--- config.mk ---
export PLATFORM = sky130hd
export DESIGN_NAME = line_steer_ctrl
export DESIGN_NICKNAME = d
export VERILOG_FILES = /design/src/rtl/line_steer_ctrl.sv
export SDC_FILE = /design/constraint.sdc
export NUM_CORES = 1
export LEC_CHECK = 0
export CORE_UTILIZATION = 66
export CTS_CLUSTER_SIZE = 30
export DETAILED_ROUTE_END_ITERATION = 10
export HOLD_SLACK_MARGIN = 0.15
export PLACE_DENSITY = 0.95
export SYNTH_ARGS = -nofsm -noshare
export SYNTH_HDL_FRONTEND = slang
export SYNTH_SLANG_ARGS = --single-unit
--- constraint.sdc ---
create_clock -name clk -period 13.2 [get_ports clk]
set_clock_uncertainty 0.1 [all_clocks]
set_input_delay 1.98 -clock clk [delete_from_list [all_inputs] [get_ports clk]]
set_output_delay 1.98 -clock clk [all_outputs]
set_load 0.02 [all_outputs]
--- src/rtl/line_steer_ctrl.sv ---
// ---------------------------------------------------------------------------
// line_steer_ctrl
//
// Frame-based line-following steering controller. Once per control frame the
// eight IR line sensors are sampled (through a 2-flop synchronizer). The
// sensors are converted to a signed position error, and a PD law turns that
// error into differential left/right servo commands around a straight-line
// base speed. If the line stays lost for LOST_FRAMES consecutive frames, both
// commands are forced to zero and `lost` is raised. The stop is cleared at the
// first update after any sensor bit is seen again.
//
// Frame timeline (T = frame tick, the cycle in which the frame counter wraps):
//   T+1 SAMPLE  error computed from synchronized sensors, lost counter updated
//   T+2 CALC    PD correction and raw commands, prev_err updated
//   T+3 CLAMP   range clamp (and optional slew limit), outputs registered
//   T+4 UPDATE  new servo_L/servo_R visible, upd high for this one cycle
// FRAME_CYCLES must be at least 5 so that a frame fits in one period.
//
// Optional feature: define STEER_SLEW_EN to limit each command's change per
// frame to +/- SLEW_STEP (after range clamping). The lost-line stop bypasses
// the slew limit.
//
// Ports:
//   clk      in   1   system clock, rising edge
//   rst      in   1   asynchronous reset, active low
//   sensor   in   8   IR line sensors (1 = line), bit0 leftmost, asynchronous
//   servo_L  out  11  left servo command, 0..SERVO_MAX, registered
//   servo_R  out  11  right servo command, 0..SERVO_MAX, registered
//   upd      out  1   one-cycle pulse coincident with new servo values
//   lost     out  1   high while the lost-line stop is in force
// ---------------------------------------------------------------------------
module line_steer_ctrl #(
    parameter int FRAME_CYCLES = 2000000,
    parameter int BASE_SPEED   = 600,
    parameter int KP           = 20,
    parameter int KD           = 10,
    parameter int SERVO_MAX    = 1000,
    parameter int LOST_FRAMES  = 25,
    parameter int SLEW_STEP    = 50
) (
    input  logic        clk,
    input  logic        rst,
    input  logic [7:0]  sensor,
    output logic [10:0] servo_L,
    output logic [10:0] servo_R,
    output logic        upd,
    output logic        lost
);

    localparam int CNT_W  = (FRAME_CYCLES > 1) ? $clog2(FRAME_CYCLES) : 1;
    localparam int LCNT_W = (LOST_FRAMES > 0) ? $clog2(LOST_FRAMES + 1) : 1;

    localparam logic [CNT_W-1:0]  CNT_LAST    = CNT_W'(FRAME_CYCLES - 1);
    localparam logic [LCNT_W-1:0] LOST_LIM    = LCNT_W'(LOST_FRAMES);
    localparam logic signed [5:0] ERR_FULL    = 6'sd16;
    localparam logic signed [15:0] KP_S       = 16'(KP);
    localparam logic signed [15:0] KD_S       = 16'(KD);
    localparam logic signed [15:0] BASE_S     = 16'(BASE_SPEED);
    localparam logic signed [15:0] SERVO_MAX_S = 16'(SERVO_MAX);
    localparam logic [10:0]        SERVO_MAX_U = 11'(SERVO_MAX);

    typedef enum logic [2:0] {
        S_IDLE,
        S_SAMPLE,
        S_CALC,
        S_CLAMP,
        S_UPDATE
    } state_t;

    state_t state;
    state_t state_nxt;

    logic [CNT_W-1:0]  frame_cnt;
    logic              frame_tick;

    logic [7:0]        sens_meta;
    logic [7:0]        sens_sync;

    logic              ld_sample;
    logic              ld_calc;
    logic              ld_out;

    logic signed [5:0] err_nxt;
    logic signed [5:0] err_p0;
    logic signed [5:0] prev_err;
    logic [LCNT_W-1:0] lost_cnt;

    logic signed [15:0] err_w;
    logic signed [15:0] prev_w;
    logic signed [15:0] corr;
    logic signed [15:0] raw_l_nxt;
    logic signed [15:0] raw_r_nxt;
    logic signed [15:0] raw_l_p1;
    logic signed [15:0] raw_r_p1;

    logic              lost_now;
    logic [10:0]       out_l_nxt;
    logic [10:0]       out_r_nxt;

    // Position error from one sensor snapshot. Weights are -7,-5,..,+7 from
    // bit0 to bit7. A full bar (crossing/stop line) reads as centred. With no
    // line visible, the error is pushed to the extreme on the side the line was
    // last seen, so the robot keeps turning back towards it.
    function automatic logic signed [5:0] line_error(input logic [7:0] s,
                                                     input logic signed [5:0] prev);
        logic signed [5:0] acc;
        acc = 6'sd0;
        if (s == 8'hFF) begin
            acc = 6'sd0;
        end else if (s == 8'h00) begin
            if (prev > 6'sd0)
                acc = ERR_FULL;
            else if (prev < 6'sd0)
                acc = -ERR_FULL;
            else
                acc = 6'sd0;
        end else begin
            for (int i = 0; i < 8; i++) begin
                if (s[i])
                    acc = acc + 6'(2 * i - 7);
            end
        end
        return acc;
    endfunction

    // Saturate a signed raw command into the servo range 0..SERVO_MAX.
    function automatic logic [10:0] sat_servo(input logic signed [15:0] v);
        if (v < 16'sd0)
            return 11'd0;
        else if (v > SERVO_MAX_S)
            return SERVO_MAX_U;
        else
            return v[10:0];
    endfunction

`ifdef STEER_SLEW_EN
    localparam logic [11:0] SLEW_U = 12'(SLEW_STEP);

    // Limit the move from the current command to at most SLEW_U either way.
    function automatic logic [10:0] slew_limit(input logic [10:0] target,
                                               input logic [10:0] cur);
        logic [11:0] t;
        logic [11:0] c;
        t = {1'b0, target};
        c = {1'b0, cur};
        if (t > c + SLEW_U)
            return 11'(c + SLEW_U);
        else if (t + SLEW_U < c)
            return 11'(c - SLEW_U);
        else
            return target;
    endfunction
`else
    logic unused_slew_step;
    assign unused_slew_step = (SLEW_STEP != 0);
`endif

    // Frame counter: the cycle holding the last count is the frame tick.
    assign frame_tick = (frame_cnt == CNT_LAST);

    always_ff @(posedge clk or negedge rst) begin
        if (!rst)
            frame_cnt <= '0;
        else if (frame_tick)
            frame_cnt <= '0;
        else
            frame_cnt <= frame_cnt + 1'b1;
    end

    // Sensor synchronizer
    always_ff @(posedge clk or negedge rst) begin
        if (!rst) begin
            sens_meta <= '0;
            sens_sync <= '0;
        end else begin
            sens_meta <= sensor;
            sens_sync <= sens_meta;
        end
    end

    // Frame sequencer
    always_ff @(posedge clk or negedge rst) begin
        if (!rst)
            state <= S_IDLE;
        else
            state <= state_nxt;
    end

    always_comb begin
        state_nxt = state;
        ld_sample = 1'b0;
        ld_calc   = 1'b0;
        ld_out    = 1'b0;
        case (state)
            S_IDLE: begin
                if (frame_tick)
                    state_nxt = S_SAMPLE;
            end
            S_SAMPLE: begin
                ld_sample = 1'b1;
                state_nxt = S_CALC;
            end
            S_CALC: begin
                ld_calc   = 1'b1;
                state_nxt = S_CLAMP;
            end
            S_CLAMP: begin
                ld_out    = 1'b1;
                state_nxt = S_UPDATE;
            end
            S_UPDATE: begin
                state_nxt = S_IDLE;
            end
            default: begin
                state_nxt = S_IDLE;
            end
        endcase
    end

    // ---- Stage p0: sample sensors into a position error ----
    assign err_nxt = line_error(sens_sync, prev_err);

    always_ff @(posedge clk or negedge rst) begin
        if (!rst) begin
            err_p0   <= '0;
            lost_cnt <= '0;
        end else if (ld_sample) begin
            err_p0 <= err_nxt;
            if (sens_sync == 8'h00) begin
                if (lost_cnt < LOST_LIM)
                    lost_cnt <= lost_cnt + 1'b1;
            end else begin
                lost_cnt <= '0;
            end
        end
    end

    // ---- Stage p1: PD correction and raw differential commands ----
    always_comb begin
        err_w     = {{10{err_p0[5]}}, err_p0};
        prev_w    = {{10{prev_err[5]}}, prev_err};
        corr      = KP_S * err_w + KD_S * (err_w - prev_w);
        raw_l_nxt = BASE_S + corr;
        raw_r_nxt = BASE_S - corr;
    end

    always_ff @(posedge clk or negedge rst) begin
        if (!rst) begin
            raw_l_p1 <= '0;
            raw_r_p1 <= '0;
            prev_err <= '0;
        end else if (ld_calc) begin
            raw_l_p1 <= raw_l_nxt;
            raw_r_p1 <= raw_r_nxt;
            prev_err <= err_p0;
        end
    end

    // ---- Stage p2: clamp, optional slew, lost-line stop, output load ----
    assign lost_now = (lost_cnt >= LOST_LIM);

    always_comb begin
        out_l_nxt = sat_servo(raw_l_p1);
        out_r_nxt = sat_servo(raw_r_p1);
`ifdef STEER_SLEW_EN
        out_l_nxt = slew_limit(out_l_nxt, servo_L);
        out_r_nxt = slew_limit(out_r_nxt, servo_R);
`endif
        // The stop is applied last so it takes effect immediately.
        if (lost_now) begin
            out_l_nxt = 11'd0;
            out_r_nxt = 11'd0;
        end
    end

    always_ff @(posedge clk or negedge rst) begin
        if (!rst) begin
            servo_L <= '0;
            servo_R <= '0;
            upd     <= 1'b0;
            lost    <= 1'b0;
        end else begin
            upd <= ld_out;
            if (ld_out) begin
                servo_L <= out_l_nxt;
                servo_R <= out_r_nxt;
                lost    <= lost_now;
            end
        end
    end

endmodule

Word level (Yosys, flattened, before mapping)

Index checks and enable logic that the tools add are counted.
W data, S select, Z words.

Register bits: 113
Bits of input ports: 10
Output and inout port bits: 24
Word-level logic and storage cells: 86

Add/subtract/negate cells: 13
Multiply operators: 2
Magnitude comparators: 8
Eq/ne operators: 7
Muxes and demuxes: 40
Reduce and logical (&&, ||, !) cells: 3

Operator list:

| operator                 | count |
|---|---|
| $mux W6                  | 26 |
| $mux W11                 | 6 |
| $gt A16 B11 Y1 const B   | 2 |
| $lt A16 B1 Y1 const B    | 2 |
| $add A21 B1 Y21 const B  | 1 |
| $eq A21 B21 Y1 const B   | 1 |
| $mux W21                 | 1 |
| $add A6 B4 Y6 const B    | 3 |
| $add A11 B13 Y14 const A | 1 |
| $sub A11 B13 Y14 const A | 1 |
| $add A12 B12 Y13         | 1 |
| $add A6 B3 Y6 const B    | 2 |
| $pmux W3 S4              | 1 |
| $mul A4 B7 Y11 const A   | 1 |
| $mul A4 B6 Y10 const A   | 1 |
| $mux W5                  | 2 |
| $eq A8 B8 Y1 const B     | 1 |
| $logic_not A8 Y1         | 1 |
| $sub A6 B6 Y7            | 1 |
| $add A6 B1 Y6 const B    | 1 |
| $add A6 B2 Y6 const B    | 1 |
| $eq A3 B2 Y1 const B     | 2 |
| $gt A6 B1 Y1 const B     | 1 |
| $lt A6 B1 Y1 const B     | 1 |
| 10 further kinds         | 12 |

Depth between registers and ports, before layout

Gate-level depths: netlist of run 1.

Depth after elaboration: 31
Gate-level depth with buffers: 24
Depth with buffers taken out: 24

Worst setup path after synthesis of run 1

No wires, ideal clock.

Kind: register to register
From: register err_p0[0]
To: register raw_l_p1[12]
Library setup time: 0.095 ns
Data arrival time: 4.471 ns
Required time: 13.005 ns
Path slack: 8.534 ns
Cell stages (with the launch flop): 25
Buffers on the path: 2
Period minus slack after synthesis: 4.666 ns
Path through: dfrtp_1 inv_1 ha_1 fa_1 nor2b_1 o21ai_0 nand2b_1 xor2_1 ha_1 ha_1 a21o_1 a21oi_1 nor2b_1 o21ai_0 nand2b_1 xnor2_1 ha_1 clkbuf_1 nor4_1 a21oi_1 o311ai_0 or3_1 clkbuf_1 and4_1 o31ai_1

Longest elaborated chain between the ends: 4
Elaborated cells on any way between the ends: 5
Those cells by class: add/sub: 3; mul: 2

RTL lines:

| item                   | RTL line | RTL |
|---|---|---|
| from (decl)            | 84       | `logic signed [5:0] err_p0;` |
| from (signal assigned) | 228      | `err_p0 <= err_nxt;` |
| $sub A6 B6 Y7          | 242      | `corr = KP_S * err_w + KD_S * (err_w - prev_w);` |
| $mul A4 B7 Y11         | 242      |  |
| $add A12 B12 Y13 (*)   | 242      |  |
| $add A11 B13 Y14 (*)   | 243      | `raw_l_nxt = BASE_S + corr;` |
| to (signal assigned)   | 253      | `raw_l_p1 <= raw_l_nxt;` |
| to (decl)              | 93       | `logic signed [15:0] raw_l_p1;` |

Mark *: on every way between the ends. The rest lies on a longest branch, timed or not.
A chain may end at the register's enable or synchronous reset.

Final worst setup path of run 1

From: register err_p0[0]
To: register raw_l_p1[14]

Same word-level chain as after synthesis.

==> impl_metrics.py, run 1 <==
metrics = {
    "status": {
        "status": "complete, no violations",
    },
    "route": {
        "route.detailed.drc": 0,
        "wl_met1_mm": 5.52,
        "drt_wl_total_mm": 13.3,
        "dr_total_vias": 4967,
        "wl_per_cell_um": 16.1,
        "ant_nets": 0,
        "vias_per_cell": 6.02,
        "dr.pass1.iters": 7,
        "wl_met2_mm": 6.76,
        "top_layer": "met4",
        "drt_iter0_markers": 252,
        "wl_met3_um": 643,
    },
    "logic_synthesis": {
        "syn_area_per_cell_um2": 9.66,
        "synthCells": 670,
        "seq_area_frac_synth": 0.402,
        "ys_types": 70,
        "synth-edff-count": 0,
        "synth_warnings": 0,
        "ys.flop_type": "dfrtp_1",
        "syn_area_um2": 6470,
        "ys_ff_latch": 104,
        "async_flop_share": 1.00,
    },
    "cells_and_area": {
        "multi_input_area_um2": 3610,
        "final_cell_mix": "104 x dfrtp_1, 63 x nand2_1, 59 x o21ai_0",
        "antenna_cells": 0,
        "stdcell_area_um2": 7020,
        "nNetsFinal": 758,
        "layout_commonest_cell": "dfrtp_1",
        "area_growth_pct": 8.55,
        "layout-drive-gt1-share": 0.0632,
        "fillers": 629,
        "regArea_um2": 2600,
    },
    "power_and_ir_drop": {
        "ir_drop_v": 0.0000777,
        "totalPowerFinal_mw": 0.598,
        "p_leak_nw": 3.34,
        "p_per_area_nw_per_um2": 85.2,
    },
    "grt": {
        "grt_pass1_wl_mm": 22.4,
        "antenna_found_initial": 0,
        "grt_max_degree": 71,
        "grt-ovfl-total": 0,
        "grt_usage": 0.281,
        "grt_pass1_vias": 5037,
    },
    "timing": {
        "finalHoldViolations": 0,
        "rsz0062_at_grt": "false",
        "min_period_ps": 5400,
        "fmax_ghz": 0.185,
        "fin_crit_sh": 0.409,
        "final.setup.tns_ps": 0,
        "relSlewSlack": 0.338,
        "setup_viol": 0,
        "tightest_slew_ps": 990,
        "slew_violations": 0,
    },
    "clock_network": {
        "clk_pin_slew_worst_paths_ps": 100,
        "cts_buffer_depth": 2,
        "cts_tree": "built",
        "cts-resized-gates": 0,
        "cts_sinks": 104,
        "root_buffer": "clkbuf_8",
        "numCtsBuffers": 9,
        "cts_hold_buf": 0,
        "clock_latency_ps": 370,
        "cts_setup_buffers": 0,
        "htreeDepth": 3,
    },
    "place": {
        "gp_congestion": 1.01,
        "postPlaceCellArea_um2": 6850,
        "dp_hpwl_mm": 9.85,
        "io_buffers": 31,
    },
    "floorplanning": {
        "core_area_um2": 9370,
        "die_h_um": 101,
        "start_util": 0.691,
        "ios": 34,
        "die_x_um": 101,
        "rows": 35,
        "die_area_um2": 10200,
    },
    "setup_path": {
        "arrival_ps": 5560,
        "cp_common_cell": "inv_1",
        "startpoint_type": "register",
        "crit_path_max_fanout": 4,
        "slowest_stage": "a2111oi_0",
        "path_class": "register to register",
        "critPathCaptureType": "register",
        "ff2ff_path_depth": 20,
        "cp.required_ps": 13360,
        "max_stage_delay_ps": 780,
        "path_cells": "inv_1 -> ha_1 -> fa_1 -> nor2b_1 -> o21ai_0 -> nand2b_1 -> xor2_1 -> ha_1 -> inv_1 -> fa_1 -> inv_1 -> ha_1 -> inv_1 -> o21ai_0 -> a2111oi_0 -> nor2_1 -> xnor2_1 -> a211oi_1 -> a21boi_0 -> mux2_2",
    },
    "hold_path": {
        "hold_path_depth": 0,
        "hold_path.class": "register to register",
    },
    "flow_run": {
        "drv_cap": 0,
    },
}
-- through the flow --
step,setup WS [ps],util,hold WS [ps],cells
final,7800,0.750,258,825
after global routing,7420,0.750,265,825
after CTS,7860,0.750,259,825
after detailed placement,7960,0.731,238,810
after global placement,8350,0.731,232,810
after floorplan,8530,-,231,671
-- kinds of logic after synthesis --
group,Yosys count,share of synthesized area
and+or+nand+nor,221,0.170
AOI/OAI and AO/OA,139,0.144
DFF,104,0.402
xor gates and xnor gates,75,0.109
buffers and inverters,64,0.0412
adders and majority gates,56,0.115
muxes,10,0.0178
other,1,0.000579
-- registers in the layout, summed over array words and instances (netlist names), 8 cells and up --
signal,count
frame_cnt,21
raw_l_p1,13
raw_r_p1,12
sens_meta,8
sens_sync,8
servo_L,10
servo_R,10
-- cells in the mapped netlist (3+ instances only) --
cell type  count  area share
fa_1           6       0.019
or3_1          7      0.0068
o211a_1        4      0.0062
o31ai_1        4      0.0046
nand3_1       14       0.011
nor3_1        10      0.0077
o22ai_1        6      0.0058
nand2_1       63       0.037
nand2b_1      12       0.012
ha_1          50       0.097
dfrtp_1      104        0.40
or2_2          4      0.0039
a21o_1         9       0.010
a211oi_1       4      0.0046
nor2_1        58       0.034
a22o_1         6      0.0081
inv_1         41       0.024
a22oi_1        3      0.0035
nand4_1        5      0.0048
o21a_1         9       0.010
nand3b_1       3      0.0035
xor2_1        20       0.027
nor4_1         4      0.0039
a21boi_0       3      0.0035
nor2b_1       13       0.013
a21oi_1       11      0.0085
xnor2_1       51       0.069
and2_1         3      0.0029
o21ai_0       59       0.046
mux2_2         8       0.014
nor4b_1        3      0.0041
clkbuf_1      18       0.010
and3_1        10      0.0097
-- worst max-delay path: cells and delay by family (launching register included) --
family	cells	cell delay [ps]
AO/OA/AOI/OAI	5	1520
buffers and inverters	4	240
XOR/XNOR	2	520
AND/OR/NAND/NOR	3	530
adder cells (fa/ha/maj)	5	1700
flip-flops	1	390
multiplexers	1	290
-- report_power, final --
group	internal [mW]	leakage [nW]	switching [mW]
clock network	0.0740	0.0814	0.111
registers	0.321	1.40	0.00373
logic	0.0394	1.86	0.0492
total	0.434	3.34	0.164
-- routing by layer --
metal  global-route usage  up-vias
met5                    0        -
met4                0.125        0
met1                0.341     2413
li1                     -     2347
met2                0.492      166
met3               0.0499       41
-- path summary, 6_finish.rpt --
check	start	endpoint	slack (ps)
worst min register to register	sens_meta[1]	sens_sync[1]	260
worst max register to register	err_p0[0]	raw_l_p1[14]	7800
worst max-delay path	err_p0[0]	raw_l_p1[14]	7800
worst min-delay path	sens_meta[1]	sens_sync[1]	260
min in group asynchronous	rst	raw_l_p1[9]	1440
max in group asynchronous	rst	sens_meta[2]	10350
-- cell type report --
cell class | instances | share of cell area
multi-input cells | 503 | 0.513
flip-flops and latches | 104 | 0.371
repair buffers | 33 | 0.0460
well taps | 129 | 0.0230
inverters | 41 | 0.0219
clock buffers | 10 | 0.0196
clock inverters | 5 | 0.00570
(Power assumes the default switching activity.)
==> inputs of run 2 (changes only) <==
--- a/config.mk
+++ b/config.mk
@@ -5,11 +5,11 @@
 export SDC_FILE = /design/constraint.sdc
 export NUM_CORES = 1
 export LEC_CHECK = 0
-export CORE_UTILIZATION = 66
+export CORE_UTILIZATION = 61
 export CTS_CLUSTER_SIZE = 30
 export DETAILED_ROUTE_END_ITERATION = 10
 export HOLD_SLACK_MARGIN = 0.15
-export PLACE_DENSITY = 0.95
+export PLACE_DENSITY = 0.9
 export SYNTH_ARGS = -nofsm -noshare
 export SYNTH_HDL_FRONTEND = slang
 export SYNTH_SLANG_ARGS = --single-unit
==> constraint.sdc (replaced) <==
create_clock -name clk -period 5.3 [get_ports clk]
set_clock_uncertainty 0.1 [all_clocks]
set_input_delay 0.795 -clock clk [delete_from_list [all_inputs] [get_ports clk]]
set_output_delay 0.795 -clock clk [all_outputs]
set_load 0.02 [all_outputs]
==> impl_metrics.py, run 2 (same netlist as run 1, synthesis figures left out) <==
metrics = {
    "status": {
        "status": "complete, no violations",
    },
    "grt": {
        "antenna_found_initial": 0,
        "met3_usage": 0.0437,
        "grt-ovfl-total": 0,
        "grt_usage": 0.247,
        "grt_max_degree": 58,
        "grt.met2_usage": 0.434,
        "busiest_layer": "met2",
        "grt_pass1_vias": 4874,
        "grt_pass1_wl_mm": 21.8,
        "met1_usage": 0.308,
    },
    "floorplanning": {
        "start_util": 0.627,
        "die_x_um": 105,
        "die_area_um2": 11000,
        "core_area_um2": 10300,
        "die_h_um": 105,
        "ios": 34,
        "rows": 37,
    },
    "route": {
        "drt_iter0_markers": 320,
        "route.detailed.drc": 0,
        "dr.pass1.iters": 5,
        "dr_total_vias": 4958,
        "vias_per_cell": 5.94,
        "wl_per_cell_um": 15.8,
        "drt_wl_total_mm": 13.2,
        "ant_nets": 0,
    },
    "cells_and_area": {
        "final_cell_mix": "103 x dfrtp_1, 63 x nand2_1, 58 x o21ai_0, 58 x nor2_1, 50 x ha_1",
        "nNetsFinal": 759,
        "fillers": 724,
        "reg_top3": "frame_cnt (21), raw_l_p1 (13), raw_r_p1 (12)",
        "area_growth_pct": 10.5,
        "stdcell_area_um2": 7150,
        "largest_reg_flops": 21,
        "layout-drive-gt1-share": 0.0774,
        "layout_commonest_cell": "dfrtp_1",
        "regMostFlops": "frame_cnt",
        "stdcell_count": 834,
        "antenna_cells": 0,
    },
    "clock_network": {
        "clk_pin_slew_worst_paths_ps": 100,
        "cts_tree": "built",
        "clock_latency_ps": 380,
        "numCtsBuffers": 9,
        "cts_hold_buf": 0,
        "cts_buffer_depth": 2,
        "htreeDepth": 3,
        "cts_sinks": 104,
        "root_buffer": "clkbuf_8",
    },
    "place": {
        "gp_congestion": 0.944,
        "postPlaceCellArea_um2": 6860,
        "io_buffers": 31,
        "dp_hpwl_mm": 9.53,
        "placed_cells": 817,
    },
    "timing": {
        "final.setup.tns_ps": 0,
        "slew_violations": 0,
        "hold-worst-slack_ps": 258,
        "fin_crit_sh": 0.967,
        "tightest_slew_ps": 956,
        "fmax_ghz": 0.195,
        "rsz0062_at_grt": "true",
        "relSlewSlack": 0.362,
        "setup_viol": 0,
        "finalHoldViolations": 0,
        "min_period_ps": 5120,
    },
    "setup_path": {
        "path_class": "register to register",
        "cp.required_ps": 5490,
        "max_stage_delay_ps": 520,
        "path_cells": "inv_1 -> ha_1 -> fa_1 -> nor2b_1 -> o21ai_0 -> nand2b_1 -> a2111oi_0 -> a21oi_1 -> xnor2_1 -> ha_1 -> nor2b_1 -> o21ai_0 -> nand2b_1 -> a21oi_1 -> ha_1 -> inv_1 -> nor4_1 -> a21oi_1 -> o311ai_0 -> or3_4 -> and4_1 -> o31ai_1",
        "crit_buf_inv": 2,
        "crit_family": "compound AO/OA/AOI/OAI gates",
        "crit_path_max_fanout": 6,
        "r2r_start": "err_p0[0]",
        "arrival_ps": 5310,
        "critPathCaptureType": "register",
        "startpoint_type": "register",
        "reg2reg_slack_ps": 180,
        "ff2ff_path_depth": 22,
        "r2r_end": "raw_l_p1[12]",
        "slowest_stage": "a21oi_1",
    },
    "power_and_ir_drop": {
        "power_switching_mw": 0.429,
        "ir_drop_v": 0.000190,
        "power_frac_clock": 0.355,
        "p_comb_frac": 0.142,
        "p_leak_nw": 3.40,
        "switching_share": 0.267,
        "p_int_mw": 1.18,
        "pwr-share-seq": 0.504,
        "p_per_area_nw_per_um2": 225,
    },
    "flow_run": {
        "drv_cap": 0,
    },
    "hold_path": {
        "min_to": "sens_sync[1]",
        "hold_path_depth": 0,
        "hold_path.class": "register to register",
        "holdCritStartpoint": "sens_meta[1]",
    },
}
==> run 2: changes by cell type in the layout (fill, tap and decap cells not counted), sizes merged <==
cell and delta:
clkinvlp -2, buf +1, bufinv +2, inv +1
==> run 2: metal layers <==
| layer | up-vias | share of wire |
|---|---|---|
| met5 | - | 0 |
| met4 | 0 | 0.022 |
| met3 | 28 | 0.046 |
| met2 | 152 | 0.50 |
| met1 | 2417 | 0.43 |
| li1 | 2361 | - |
==> run 2: per-stage QoR <==
| step | power, mW | utilization | setup WS, ps |
|---|---|---|---|
| floorplan | 0.987 | - | 634 |
| global placement | 1.03 | 0.664 | 439 |
| detailed placement | 1.04 | 0.664 | 90.1 |
| CTS | 1.60 | 0.686 | 95.9 |
| global route | 1.66 | 0.692 | -127 |
| finish | 1.61 | 0.692 | 176 |
==> run 2: cell type report <==
type,count,area (µm²),share of cell area
clock buffers,10,128,0.0179
well taps,136,170,0.0238
clock inverters,6,98.8,0.0138
multi-input cells,503,3660,0.513
inverters,41,154,0.0215
repair buffers,34,330,0.0462
flip-flops and latches,104,2600,0.364
==> run 2: power groups by stage <==
stage / registers [mW] / logic [mW] / clock network [mW]
finish: 0.809 / 0.227 / 0.569
global route: 0.810 / 0.248 / 0.604
CTS: 0.808 / 0.218 / 0.572
global placement: 0.823 / 0.202 / 0
floorplan: 0.819 / 0.168 / 0
detailed placement: 0.824 / 0.216 / 0
==> run 2: worst max-delay path by stage <==
| stage | end | cells after the start | start | slack (ps) |
|---|---|---|---|---|
| 2_1_floorplan | raw_l_p1[12] | 24 | err_p0[0] | 630 |
| 5_1_grt | raw_l_p1[12] | 22 | err_p0[0] | -130 |
| 6_report | raw_l_p1[12] | 22 | err_p0[0] | 180 |
| 3_3_place_gp | err_p0[5] | 17 | sens_sync[2] | 440 |
| 4_1_cts | raw_l_p1[14] | 21 | prev_err[1] | 100 |
| 3_5_place_dp | raw_l_p1[14] | 21 | prev_err[1] | 90 |
==> run 2: worst register-to-register path, stage by stage, from the launching register on <==
cell,delay (ps)
dfrtp_1,390
inv_1,100
ha_1,250
fa_1,410
nor2b_1,120
o21ai_0,80
nand2b_1,150
a2111oi_0,130
a21oi_1,520
xnor2_1,190
ha_1,370
nor2b_1,160
o21ai_0,160
nand2b_1,120
a21oi_1,200
ha_1,290
inv_1,140
nor4_1,70
a21oi_1,140
o311ai_0,180
or3_4,410
and4_1,170
o31ai_1,200
==> run 2: timing repair <==
item / in CTS / in global routing
resized for setup: 1 / 11
setup buffers: 0 / 1
pin swaps: 0 / 1
endpoints found under the setup margin: 1 / 9
